**config.mk**
```make
export PLATFORM = sky130hd
export DESIGN_NAME = pls_cnt_mod
export DESIGN_NICKNAME = d
export VERILOG_FILES = /design/src/rtl/pls_cnt_mod.sv
export SDC_FILE = /design/constraint.sdc
export NUM_CORES = 1
export LEC_CHECK = 0
export ABC_AREA = 1
export CAP_MARGIN = 20
export CORE_UTILIZATION = 45
export DETAILED_ROUTE_END_ITERATION = 10
export PLACE_DENSITY = 0.74
export RECOVER_POWER = 25
export REMOVE_ABC_BUFFERS = 1
export SLEW_MARGIN = 0
export SYNTH_ARGS = -nofsm -noshare
export SYNTH_HDL_FRONTEND = slang
export SYNTH_SLANG_ARGS = --single-unit
```
**constraint.sdc**
```tcl
create_clock -name clk -period 3.1 [get_ports clk]
set_clock_uncertainty 0.15 [all_clocks]
set_input_delay 0.31 -clock clk [delete_from_list [all_inputs] [get_ports clk]]
set_output_delay 0.31 -clock clk [all_outputs]
set_load 0.01 [all_outputs]
```
**src/rtl/pls_cnt_mod.sv**
```systemverilog
// Modulo-MOD event counter for the watch time chain: counts synchronised plsi falls,
// clears on synchronised clr rises, with parallel load, up/down, enable and wrap strobes.
module pls_cnt_mod #(
   parameter int MOD = 60,
   parameter int W   = 6
) (
   input  logic         clk,
   input  logic         rst,
   input  logic         clr,
   input  logic         plsi,
   input  logic         en,
   input  logic         dn,
   input  logic         load,
   input  logic [W-1:0] load_val,
   output logic [W-1:0] qout,
   output logic         plso,
   output logic         carry,
   output logic         brw,
   output logic         load_err
);

   // Compares are done one bit wider so MOD = 2^W stays representable.
   localparam logic [W:0]   MOD_X  = (W+1)'(MOD);
   localparam logic [W:0]   HALF_X = (W+1)'(MOD / 2);
   localparam logic [W-1:0] MAX_V  = W'(MOD - 1);

   logic r_c1, r_c2, r_p1, r_p2;

   logic         w_clr_ev;
   logic         w_pls_ev;
   logic         w_load_ok;
   logic [W-1:0] w_q_nxt;
   logic         w_plso_nxt;
   logic         w_carry_nxt;
   logic         w_brw_nxt;
   logic         w_lerr_nxt;

   always_comb begin
      w_clr_ev    = r_c1 & ~r_c2;
      w_pls_ev    = r_p2 & ~r_p1 & en;
      w_load_ok   = ({1'b0, load_val} < MOD_X);
      w_q_nxt     = qout;
      w_carry_nxt = 1'b0;
      w_brw_nxt   = 1'b0;
      w_lerr_nxt  = 1'b0;
      if (w_clr_ev) begin
         w_q_nxt = '0;
      end else if (load) begin
         // A rejected load still outranks a pulse in the same cycle.
         if (w_load_ok) w_q_nxt    = load_val;
         else           w_lerr_nxt = 1'b1;
      end else if (w_pls_ev) begin
         if (!dn) begin
            if (qout == MAX_V) begin
               w_q_nxt     = '0;
               w_carry_nxt = 1'b1;
            end else begin
               w_q_nxt = qout + W'(1);
            end
         end else begin
            if (qout == '0) begin
               w_q_nxt   = MAX_V;
               w_brw_nxt = 1'b1;
            end else begin
               w_q_nxt = qout - W'(1);
            end
         end
      end
      w_plso_nxt = ({1'b0, w_q_nxt} >= HALF_X);
   end

   always_ff @(posedge clk) begin
      if (rst) begin
         r_c1     <= 1'b0;
         r_c2     <= 1'b0;
         r_p1     <= 1'b0;
         r_p2     <= 1'b0;
         qout     <= '0;
         plso     <= 1'b0;
         carry    <= 1'b0;
         brw      <= 1'b0;
         load_err <= 1'b0;
      end else begin
         r_c1 <= clr;
         r_c2 <= r_c1;
         // Clear flushes the pulse synchroniser so an in-flight fall is lost.
         if (w_clr_ev) begin
            r_p1 <= 1'b0;
            r_p2 <= 1'b0;
         end else begin
            r_p1 <= plsi;
            r_p2 <= r_p1;
         end
         qout     <= w_q_nxt;
         plso     <= w_plso_nxt;
         carry    <= w_carry_nxt;
         brw      <= w_brw_nxt;
         load_err <= w_lerr_nxt;
      end
   end

endmodule
```
==> out/qor.yml <==
die:
  dieArea_sq_um: 2210
  start_util: 0.505
  fp.coreArea_sq_um: 1800
  die_w_microns: 47.0
  die_y_microns: 47.0
  row_count: 15
  ios: 23
clocking:
  clockBufferDepth: 2
  ctsResizeCount: 0
  ctsHoldBuffers: 0
  htree_levels: 1
  tritoncts: "built"
  cts.clk_slew.worst_paths_ns: 0.09
  cts_sinks: 14
  clk_latency_ns: 0.29
  cts-root-buf: "clkbuf_4"
  post_cts_buffers: 0
  numCtsBuffers: 3
synthesis:
  synthMuxAreaShare: 0
  postSynthAreaPerCell_sq_um: 6.79
  ys_top_cells_by_area: "dfxtp_1 (31%), nand2_1 (11%), inv_1 (7.4%), nand3_1 (6.1%), nand3_2 (5.5%)"
  synth_top_family_by_area: "simple AND/OR/NAND/NOR gates"
  synth_edf_count: 0
  ys_top_cells_by_count: "nand2_1 (26), inv_1 (18), dfxtp_1 (14), nor2_1 (13), nand3_1 (11)"
  synth_area_sq_um: 910
  ys.flop_type: "dfxtp_1"
  synth-seq-area-share: 0.308
  yosys.area.top_type: "dfxtp_1"
  postSynthCellCount: 134
  async_reset_ff_frac: 0
  synth-seq-cells: 14
  yosysTopAreaCellShare: 0.308
  synthXorXnorAreaFrac: 0.0385
  yosys_warnings: 0
  synthAdderAreaFrac: 0.0275
  synth_simple_gate_area_frac: 0.411
  synthDistinctLibCells: 27
  synth.most_common_cell: "nand2_1"
  synth_compound_area_frac: 0.103
power:
  irDropWorstVdd_mv: 0.309
  powerDensity_nw_per_um2: 382
  leakage_nw: 0.532
critical_path:
  cp-start-kind: "flip-flop"
  crit_fanout: 10
  critPathBufInv: 1
  critPathKind: "flip-flop to output pin"
  cpLargestDelayFamily: "buffers and inverters"
  max_stage_delay_ns: 0.61
  cp-end-kind: "output pin"
  arrival_ns: 1.47
  crit_cells: 1
  slowest_stage: "clkdlybuf4s50_1"
  crit_chain: "clkdlybuf4s50_1"
  rr_worst_depth: 8
  crit_required_ns: 2.64
layout:
  drive_gt1_frac: 0.146
  nets: 174
  nFillCells: 175
  antenna_cells: 0
  area_growth_pct: 29.6
global_route:
  grt_pass1_wl_microns: 3380
  grt_pass1_vias: 840
  grt_usage: 0.218
  grt_max_degree: 11
  antenna_found_initial: 0
  gr-total-overflow: 0
sta:
  max-slew-margin-rel: 0.735
  worst_pin_slew_ns: 0.397
  max_freq_mhz: 518
  fin_crit_sh: 0.622
  period_minus_slack_ns: 1.93
  fin_setup_tns_ns: 0
  setup_viol: 0
  rsz0062_at_grt: "no"
  hold_viol: 0
  finalMaxSlewViolations: 0
  hold_slack_ns: 0.279
route:
  drt_wl_total_microns: 2100
  drt-pass1-iter-count: 4
  wire_per_inst_microns: 11.5
  drtAntennaViolNets: 0
  routed_via_density: 5.12
  vias: 937
  drc: 0
  drt_iter0_markers: 36
placed_design:
  dp.final_hpwl_microns: 1670
  io_buffers: 22
  globalplace.congestion: 0.859
status:
  outcome: "finished, final reports clean"
min_path:
  hold_class: "flip-flop to flip-flop"
  hold_path_depth: 2
job:
  drv_cap: 0
layout make-up:
class	instances	area, sq um	area share
Clock buffer	4	36.3	0.0308
Inverter	22	82.6	0.0701
Multi-Input combinational cell	96	528	0.448
Sequential cell	14	280	0.238
Tap cell	25	31.3	0.0265
Timing Repair Buffer	22	220	0.187
flip-flops by register name, summed over array words and instances (netlist names):
signal,flops
r_p1,1
r_c1,1
qout,6
carry,1
load_err,1
r_p2,1
plso,1
r_c2,1
brw,1
worst reg2reg max path, stage by stage, from the launching register on:
cell and delay, ns:
dfxtp_1 0.40, inv_1 0.16, ha_1 0.33, xnor2_1 0.13, a21oi_1 0.15, nand3b_1 0.12, nor2_1 0.18, nand3_1 0.09
nand2_1 0.05
power by group:
| part | switching [mW] | internal, mW | leakage [nW] |
|---|---|---|---|
| Sequential | 0.0127 | 0.189 | 0.115 |
| Clock | 0.0635 | 0.0716 | 0.0210 |
| Combinational | 0.0595 | 0.0541 | 0.396 |
worst paths after layout:
check / from / to / slack (ns)
max: qout[2] / qout[2] / 1.17
min: r_c1 / r_c2 / 0.28
min reg2reg: r_c1 / r_c2 / 0.28
max reg2reg: qout[0] / plso / 1.29
layer usage:
layer / part of all wire / up-vias / global-route usage / wire length (microns)
met2: 0.48 / 35 / 0.353 / 1010
met3: 0.049 / 5 / 0.0231 / 102
met4: 0.019 / 0 / 0.126 / 40
met5: 0 / - / 0 / 0
met1: 0.45 / 420 / 0.280 / 950
li1: - / 477 / - / -
logic make-up (layout without fill, tap and decap cells):
kind of cell               count (synthesis)  after routing
AOI/OAI and AO/OA                         15             15
xor gates and xnor gates                   4              4
adders and majority gates                  2              2
buffers and inverters                     24             48
DFF                                       14             14
and+or+nand+nor                           75             75
placed cells by master (no fill, tap or decap), types with 3 or more instances in the layout:
| cell | Yosys | final |
|---|---|---|
| a21oi_1 | 6 | 6 |
| clkbuf_4 | 0 | 3 |
| clkdlybuf4s50_1 | 0 | 21 |
| dfxtp_1 | 14 | 14 |
| inv_1 | 18 | 18 |
| inv_2 | 3 | 3 |
| nand2_1 | 26 | 26 |
| nand2_2 | 6 | 6 |
| nand3_1 | 11 | 11 |
| nand3_2 | 5 | 5 |
| nand4_1 | 4 | 4 |
| nor2_1 | 13 | 13 |
| nor2_2 | 3 | 3 |
| nor3_1 | 3 | 3 |
metrics by stage:
stage	setup slack, ns	utilization	cell area (sq um)	power (mW)	cells
global placement	1.16	0.634	1140	0.317	179
CTS	1.18	0.654	1180	0.450	183
finish	1.17	0.654	1180	0.450	183
floorplan	1.48	-	891	0.273	132
detailed placement	1.16	0.634	1140	0.319	179
global route	1.10	0.654	1180	0.474	183
(Power assumes the default switching activity.)
